File: src/rtl/seq_detect_param.sv
// Serial pattern detector with a run-time loadable pattern of 1..PAT_W bits.
// A history shift register plus a fill count of valid bits are compared
// against the latched pattern on every consumed bit. A match produces a
// registered one-cycle pulse and bumps a saturating match counter.
// Overlapping or non-overlapping detection is selected at config load time.
module seq_detect_param #(
    parameter int PAT_W = 8,
    parameter int CNT_W = 8,
    parameter int LEN_W = $clog2(PAT_W + 1)
) (
    input  logic             clk,
    input  logic             reset,
    input  logic             in,
    input  logic             in_valid,
    input  logic             cfg_load,
    input  logic [PAT_W-1:0] pat,
    input  logic [LEN_W-1:0] pat_len,
    input  logic             overlap_en,
    input  logic             cnt_clr,
    output logic             out,
    output logic [CNT_W-1:0] match_cnt,
    output logic             cfg_err
);

    localparam logic [LEN_W-1:0] LEN_MAX = LEN_W'(PAT_W);
    localparam logic [CNT_W-1:0] CNT_MAX = {CNT_W{1'b1}};

    logic [PAT_W-1:0] cfg_pat_q, cfg_pat_d;
    logic [LEN_W-1:0] cfg_len_q, cfg_len_d;
    logic             cfg_ovl_q, cfg_ovl_d;
    logic             cfg_err_q, cfg_err_d;
    logic [PAT_W-1:0] hist_q, hist_d;
    logic [LEN_W-1:0] fill_q, fill_d;
    logic             out_q, out_d;
    logic [CNT_W-1:0] cnt_q, cnt_d;

    logic [PAT_W-1:0] len_mask;
    logic [PAT_W-1:0] hist_shift;
    logic [LEN_W-1:0] fill_inc;
    logic             match;

    // Mask selecting the low cfg_len bits; pattern bits above it are don't-care.
    generate
        for (genvar gi = 0; gi < PAT_W; gi++) begin : g_mask
            assign len_mask[gi] = (LEN_W'(gi) < cfg_len_q);
        end
    endgenerate

    // History and fill as they would look after consuming the current bit.
    always_comb begin
        hist_shift = {hist_q[PAT_W-2:0], in};
        fill_inc   = (fill_q >= LEN_MAX) ? LEN_MAX : fill_q + LEN_W'(1);
        match      = in_valid && !cfg_err_q && (fill_inc >= cfg_len_q) &&
                     (((hist_shift ^ cfg_pat_q) & len_mask) == '0);
    end

    // Next-state: config load discards the bit and empties the history;
    // otherwise a consumed bit shifts in and may complete a match.
    always_comb begin
        cfg_pat_d = cfg_pat_q;
        cfg_len_d = cfg_len_q;
        cfg_ovl_d = cfg_ovl_q;
        cfg_err_d = cfg_err_q;
        hist_d    = hist_q;
        fill_d    = fill_q;
        out_d     = 1'b0;
        cnt_d     = cnt_q;
        if (cfg_load) begin
            cfg_pat_d = pat;
            cfg_len_d = pat_len;
            cfg_ovl_d = overlap_en;
            cfg_err_d = (pat_len == '0) || (pat_len > LEN_MAX);
            hist_d    = '0;
            fill_d    = '0;
        end else if (in_valid) begin
            hist_d = hist_shift;
            // Non-overlapping mode restarts the fill so no bit is reused.
            fill_d = (match && !cfg_ovl_q) ? '0 : fill_inc;
            out_d  = match;
            if (match && (cnt_q != CNT_MAX)) begin
                cnt_d = cnt_q + CNT_W'(1);
            end
        end
        // Clearing the counter wins over a coincident match.
        if (cnt_clr) begin
            cnt_d = '0;
        end
    end

    // State registers with synchronous reset to the default (legal) config.
    always_ff @(posedge clk) begin
        if (reset) begin
            cfg_pat_q <= '0;
            cfg_len_q <= LEN_MAX;
            cfg_ovl_q <= 1'b1;
            cfg_err_q <= 1'b0;
            hist_q    <= '0;
            fill_q    <= '0;
            out_q     <= 1'b0;
            cnt_q     <= '0;
        end else begin
            cfg_pat_q <= cfg_pat_d;
            cfg_len_q <= cfg_len_d;
            cfg_ovl_q <= cfg_ovl_d;
            cfg_err_q <= cfg_err_d;
            hist_q    <= hist_d;
            fill_q    <= fill_d;
            out_q     <= out_d;
            cnt_q     <= cnt_d;
        end
    end

    assign out       = out_q;
    assign match_cnt = cnt_q;
    assign cfg_err   = cfg_err_q;

endmodule

File: config.mk
export PLATFORM = sky130hd
export DESIGN_NAME = seq_detect_param
export DESIGN_NICKNAME = d
export VERILOG_FILES = /design/src/rtl/seq_detect_param.sv
export SDC_FILE = /design/constraint.sdc
export NUM_CORES = 1
export LEC_CHECK = 0
export CORE_MARGIN = 1.5
export CORE_UTILIZATION = 57
export DETAILED_ROUTE_END_ITERATION = 8
export GPL_TIMING_DRIVEN = 0
export PLACE_DENSITY_LB_ADDON = 0.3
export SLEW_MARGIN = 25
export SYNTH_ARGS = -nofsm -noshare
export SYNTH_HDL_FRONTEND = slang
export SYNTH_SLANG_ARGS = --single-unit
File: constraint.sdc
create_clock -name clk -period 3.3 [get_ports clk]
set_input_delay 0.495 -clock clk [delete_from_list [all_inputs] [get_ports clk]]
set_output_delay 0.495 -clock clk [all_outputs]
set_load 0.01 [all_outputs]
==> results of run 1 <==
[how the worst min path moves through the flow]
stage	slack [ns]	startpoint	end	depth (start not counted)
6_report	0.52	match_cnt[3]	match_cnt[3]	2
4_1_cts	0.50	match_cnt[6]	match_cnt[6]	2
2_1_floorplan	0.48	fill_q[2]	fill_q[2]	2
3_5_place_dp	0.48	match_cnt[6]	match_cnt[6]	2
5_1_grt	0.53	match_cnt[6]	match_cnt[6]	2
3_3_place_gp	0.47	match_cnt[6]	match_cnt[6]	2
[flip-flops by register name, indices dropped and copies added (netlist names)]
register,flops
cfg_len_q,4
fill_q,4
match_cnt,8
cfg_pat_q,8
out,1
cfg_ovl_q,1
cfg_err,1
hist_q,7
[placed cells by master (no fill, tap or decap), drive strengths merged, types with 3 or more instances in the layout]
cell / n
nor2b: 3
nand3: 5
dfxtp: 34
mux2i: 25
nor2: 23
nand4: 5
xor2: 3
buf: 7
or3: 6
clkbuf: 11
ha: 7
clkdlybuf4s50: 26
nand2: 11
o21ai: 3
a21oi: 3
xnor2: 7
nor4: 7
a211oi: 3
inv: 8
[worst register-to-register path, cell delays in order (launching register included)]
cell,delay [ns]
dfxtp_1,0.40
inv_1,0.08
ha_1,0.28
nor2b_1,0.15
ha_1,0.28
nand2_1,0.05
o21ai_1,0.20
nand4_2,0.32
or4b_1,0.56
a21oi_1,0.14
[layout make-up]
cell class	count	area, sq um
Multi-Input combinational cell	136	1060
Sequential cell	34	681
Fill cell	238	830
Clock buffer	6	41.3
Clock inverter	2	37.5
Timing Repair Buffer	26	260
Tap cell	44	55.1
Inverter	8	30.0
Buffer	12	62.6
[layer usage]
metal	share of wire [%]	track usage, %
met3	4.1	5.63
met2	52	42.7
met1	43	29.2
met4	1.4	7.62
met5	0	0
[metrics by stage]
step,setup slack [ns],util [%]
floorplan,1.07,-
global placement,0.919,70.2
detailed placement,0.796,70.2
CTS,0.766,72.8
global route,0.558,72.8
finish,0.785,72.8
[cell families after synthesis]
kind of cell               Yosys count  synth area share [%]
DFF                                 34                  37.2
AOI/OAI and AO/OA                   22                  9.58
adders and majority gates            7                  4.79
xor gates and xnor gates            10                  5.81
buffers and inverters               20                  5.06
muxes                               25                  13.7
and+or+nand+nor                     72                  23.9
[report_power, final]
group	internal [W]	switching [W]	total, W
clock	0.000160	0.000142	0.000302
sequential	0.000422	0.0000119	0.000434
combinational	0.0000603	0.0000676	0.000128
total	0.000642	0.000222	0.000864
==> summary.md, run 1 <==
| Metric | Value |
|---|---|
| Status | `finished clean` |
| Hold crit path type | `reg -> reg` |
| Ys flop type | `dfxtp_1` |
| CP delay by family, top | `simple AND/OR/NAND/NOR gates` |
| Die area | `about 3600 sq um` |
| Worst Path Buf+Inv | `1` |
| RD Place Congestion | `0.874` |
| Commonest cells post-synth | `34 x dfxtp_1, 25 x mux2i_1, 23 x nor2_1, 11 x nand2_1, 8 x inv_1` |
| Final Skew | `0.00753 ns` |
| Drt drc | `0` |
| Fmax | `0.398 GHz` |
| Post-route clock period utilization | `76.2%` |
| Placed inst area | `about 2100 sq um` |
| Initial antenna violation count | `0` |
| Syn avg cell area | `slightly below 10 sq um` |
| Synth area leader | `dfxtp_1` |
| Ports | `29` |
| Initial cell density of the core | `roughly three fifths` |
| R2R depth | `9` |
| CTS Buffer Depth | `2` |
| Vias in the first global route | `1,464` |
| Final min period | `2.52 ns` |
| Delay of the slowest cell on the worst path | `0.56 ns` |
| ANT nets after route | `0` |
| Largest net degree at the start of global routing | `12` |
| Count leader, synth | `dfxtp_1` |
| Resized Gates After CTS | `0` |
| Power per cell area | `389 nW/um^2` |
| Synth top area share | `37.2%` |
| Data required time of the critical path | `3.57 ns` |
| Vias per cell | `5.69` |
| Nets | `roughly 250` |
| Syn Inst Count | `190` |
| R2R Setup Slk | `0.78 ns` |
| Layout Cells excl Fill | `268` |
| PortBufs | `26` |
| Postcts setup bufs | `0` |
| Die Ht | `59.7 um` |
| Gr usage total | `24.3%` |
| Crit path DAT | `~2.8 ns` |
| Synthesized net count | `216` |
| Hold_ws | `0.521 ns` |
| Critical Path Stages | `9` |
| First-pass GRT wire length | `between 6000 and 7000 um` |
| Worst r2r src | `fill_q[0]` |
| Critical Path Start | `fill_q[0]` |
| Total power | `between 0.0008 and 0.0009 W` |
| Share of layout cells above drive strength 1 | `between 10% and 20%` |
| Setup violations, final | `0` |
| Clock buffer count from CTS | `5` |
| Setup TNS | `0 ns` |
| Worst-Margin Slew | `0.597 ns` |
| Worst-Skew Late Latency | `roughly 0.33 ns` |
| CP endpoint kind | `flip-flop` |
| Die X | `59.7 um` |
| Pre-antenna DRT Iters | `4` |
| Critical Path Fanout Max | `10` |
| Initial drt markers | `69` |
| H-tree lvl count | `2` |
| Layout area overhead | `21.5%` |
| Final std cell area, no fill | `2220 sq um` |
| N_diodes | `0` |
| Synth area leaders | `dfxtp_1 37%, mux2i_1 14%, ha_1 4.8%` |
| Hold Violations, Final | `0` |
| Core region area | `3050 sq um` |
| Via Count | `around 1,500` |
| Worst reg2reg path endpoint | `match_cnt[1]` |
| CP endpoint | `match_cnt[1]` |
| MaxCap Viol Count | `0` |
| Gr ovfl total | `0` |
| Synth async-reset ratio | `0%` |
| Worst vdd ir | `0.262 mV` |
| # rows | `20` |
| Post-DP HPWL | `2890 um` |
| Synthesized flop and latch total | `34` |
| RSZ-0062 raised after global routing | `no` |
| Sequential area share after synthesis | `between 30% and 40%` |
| Crit path kind | `reg -> reg` |
| Clock Tree Root | `clkbuf_4` |
| Clock Pin Slew Worst Setup and Hold Paths | `0.10 ns` |
| Netlist cell types | `between 40 and 50` |
| Worst setup SP type | `flip-flop` |
| Routed length per instance | `14.6 um` |
| Dpl cells | `between 200 and 300` |
| CP Cell Sequence | `inv_1 > ha_1 > nor2b_1 > ha_1 > nand2_1 > o21ai_1 > nand4_2 > or4b_1 > a21oi_1` |
| Ys Warns | `0` |
| CP max stage cell | `or4b_1` |
| Post-synth EDFFs | `0` |
| Leak Pwr | `around 0.83 nW` |
| Detailed Route WL | `3910 um` |
| Final Max Slew Viols | `0` |
| Netlist Area Pre-Place | `around 1800 sq um` |
| Rel. slew slack | `60.2%` |
| TritonCTS clock tree | `built` |
| CTS Hold Bufs | `0` |
| Most used cell, CP | `ha_1` |
| Clock sink total | `34` |
No activity file was read; power rests on OpenSTA's default activity.
==> run 2: changes to the inputs <==
Settings changed: CORE_UTILIZATION 57 to 53.
Clock period 3.3 ns to 2.5 ns, I/O delays scaled along.
==> summary.md, run 2 (synthesis gave the netlist of run 1 again) <==
| Metric | Value |
|---|---|
| Status | `finished clean` |
| Die area | `3810 sq um` |
| # rows | `21` |
| Crit path DAT | `2.62 ns` |
| Clock sink total | `34` |
| Core region area | `3310 sq um` |
| Fmax | `0.424 GHz` |
| Most common cell after layout, fill and taps aside | `dfxtp_1` |
| Hold crit path type | `reg -> reg` |
| PortBufs | `26` |
| CTS Buffer Depth | `2` |
| Final Max Slew Viols | `0` |
| ANT nets after route | `0` |
| Largest net degree at the start of global routing | `11` |
| Power per cell area | `502 nW/um^2` |
| Fraction of power consumed by sequential logic | `49.5%` |
| CP max stage cell | `or4b_1` |
| Critical Path Fanout Max | `5` |
| Hold path depth | `2` |
| Worst Path Buf+Inv | `1` |
| MaxCap Viol Count | `0` |
| Final min period | `around 2.4 ns` |
| Worst-Margin Slew | `0.622 ns` |
| Data required time of the critical path | `approximately 2.8 ns` |
| Worst r2r src | `fill_q[0]` |
| Vias per cell | `5.64` |
| Critical Path Stages | `9` |
| Initial drt markers | `85` |
| Worst vdd ir | `0.412 mV` |
| Post-DP HPWL | `between 2000 and 3000 um` |
| NetSw | `just over 0.0003 W` |
| Share of layout cells above drive strength 1 | `approximately an eighth` |
| Post-route clock period utilization | `a little over nine tenths` |
| Initial antenna violation count | `0` |
| R2R Setup Slk | `0.14 ns` |
| Gr ovfl total | `0` |
| Drt drc | `0` |
| N_diodes | `0` |
| CP endpoint kind | `flip-flop` |
| Routed length per instance | `approximately 15 um` |
| Hold Path End | `match_cnt[6]` |
| Delay of the slowest cell on the worst path | `around 0.49 ns` |
| Hold_ws | `0.502 ns` |
| Leak Pwr | `0.858 nW` |
| Clock buffer count from CTS | `5` |
| CP delay by family, top | `simple AND/OR/NAND/NOR gates` |
| Die X | `roughly 62 um` |
| TritonCTS clock tree | `built` |
| Clock Pin Slew Worst Setup and Hold Paths | `roughly 0.11 ns` |
| Initial cell density of the core | `55.3%` |
| Gr usage total | `23.5%` |
| Hold_sp | `match_cnt[6]` |
| First-pass GRT wire length | `6440 um` |
| Ports | `29` |
| Comb power frac | `16.6%` |
| Rel. slew slack | `58.5%` |
| Dpl cells | `between 200 and 300` |
| P_int | `0.000856 W` |
| Final Skew | `0.00946 ns` |
| RD Place Congestion | `~0.78` |
| Setup violations, final | `0` |
| Worst reg2reg path endpoint | `match_cnt[1]` |
| Die Ht | `61.8 um` |
| Clk pwr share | `33.9%` |
| Clock Tree Root | `clkbuf_4` |
| Detailed Route WL | `4100 um` |
| Most frequent cells in the layout | `33 x dfxtp_1, 26 x clkdlybuf4s50_1, 25 x mux2i_1` |
| Layout area overhead | `26.1%` |
| Crit path kind | `reg -> reg` |
| Worst setup SP type | `flip-flop` |
| Sw Ratio | `26.1%` |
| Hold Violations, Final | `0` |
| Nets | `252` |
| H-tree lvl count | `2` |
| Most used cell, CP | `ha_1` |
| Pre-antenna DRT Iters | `4` |
| Vias in the first global route | `1,424` |
| Layout Cells excl Fill | `273` |
| R2R depth | `9` |
| Via Count | `1,541` |
| CP Cell Sequence | `inv_1 > ha_1 > nor2b_1 > ha_1 > nand2_1 > o21ai_4 > nand4_4 > or4b_1 > a21oi_1` |
| Worst-Skew Late Latency | `roughly 0.33 ns` |
run 2: cell types whose count changed in the layout (fill, tap and decap cells not counted):
| cell | before | now |
|---|---|---|
| buf_4 | 0 | 2 |
| clkbuf_1 | 6 | 7 |
| clkinvlp_4 | 1 | 0 |
| dfxtp_1 | 34 | 33 |
| dfxtp_2 | 0 | 1 |
| nand4_2 | 1 | 0 |
| nand4_4 | 0 | 2 |
| nor4_2 | 5 | 3 |
| nor4_4 | 1 | 3 |
| nor4b_2 | 2 | 1 |
| nor4b_4 | 0 | 1 |
| o21ai_1 | 2 | 1 |
| o21ai_4 | 0 | 1 |
run 2: worst register-to-register path: cells and delay by family, from the launching register on:
| kind | cells | cell delay, ns |
|---|---|---|
| buffers and inverters | 1 | 0.06 |
| DFF | 1 | 0.37 |
| and+or+nand+nor | 4 | 0.91 |
| adders and majority gates | 2 | 0.56 |
| AOI/OAI and AO/OA | 2 | 0.38 |
run 2: area by class of cell:
| cell class | instances | area [sq um] |
|---|---|---|
| timing repair buffer | 28 | 275 |
| clock buffer | 7 | 45.0 |
| clock inverter | 1 | 30.0 |
| fill | 273 | 1000 |
| tap | 46 | 57.6 |
| buffer | 12 | 62.6 |
| inverter | 8 | 30.0 |
| sequential | 34 | 682 |
| multi-input combinational | 137 | 1120 |
run 2: worst max path at each step:
stage	start	end	slack, ns
floorplan	fill_q[0]	match_cnt[1]	0.27
global placement	fill_q[0]	match_cnt[1]	0.12
detailed placement	fill_q[0]	match_cnt[1]	-0.02
CTS	fill_q[0]	match_cnt[1]	0.08
global route	fill_q[0]	match_cnt[0]	-0.009
finish	fill_q[0]	match_cnt[1]	0.14
run 2: metal layers:
layer | global-route usage [%] | wire length, um
met2 | 37.4 | 1990
met3 | 6.42 | 218
met5 | 0 | 0
met1 | 30.0 | 1800
met4 | 10.3 | 91
run 2: per-stage QoR:
step,instance area (sq um),setup slack (ns),util (%),setup TNS [ns],power [W]
global placement,2150,0.116,64.9,0,0.000747
finish,2310,0.139,69.7,0,0.00116
CTS,2230,0.0833,67.5,0,0.00115
floorplan,1830,0.269,-,0,0.000695
detailed placement,2150,-0.0221,64.9,-0.0221,0.000753
global route,2310,-0.00872,69.7,-0.00872,0.00121
run 2: power groups by stage:
stage | sequential [W] | clock [W] | combinational (W)
6_report | 0.000573 | 0.000393 | 0.000192
5_1_grt | 0.000575 | 0.000426 | 0.000209
4_1_cts | 0.000572 | 0.000406 | 0.000174
3_5_place_dp | 0.000585 | 0 | 0.000168
3_3_place_gp | 0.000584 | 0 | 0.000162
2_1_floorplan | 0.000582 | 0 | 0.000113
run 2: timing repair:
action / CTS / global route
setup buffers: 0 / 2
pin swaps: 0 / 2
gates resized for setup: 2 / 6
endpoints found under the setup margin: 3 / 7
hold buffers: 0 / 0
cloned: 0 / 1
==> run 3: changes to the inputs <==
Settings changed: CTS_CLUSTER_DIAMETER set to 120.
==> results of run 3 <==
Same layout as run 2: the final DEF is identical, and so are final timing and power.
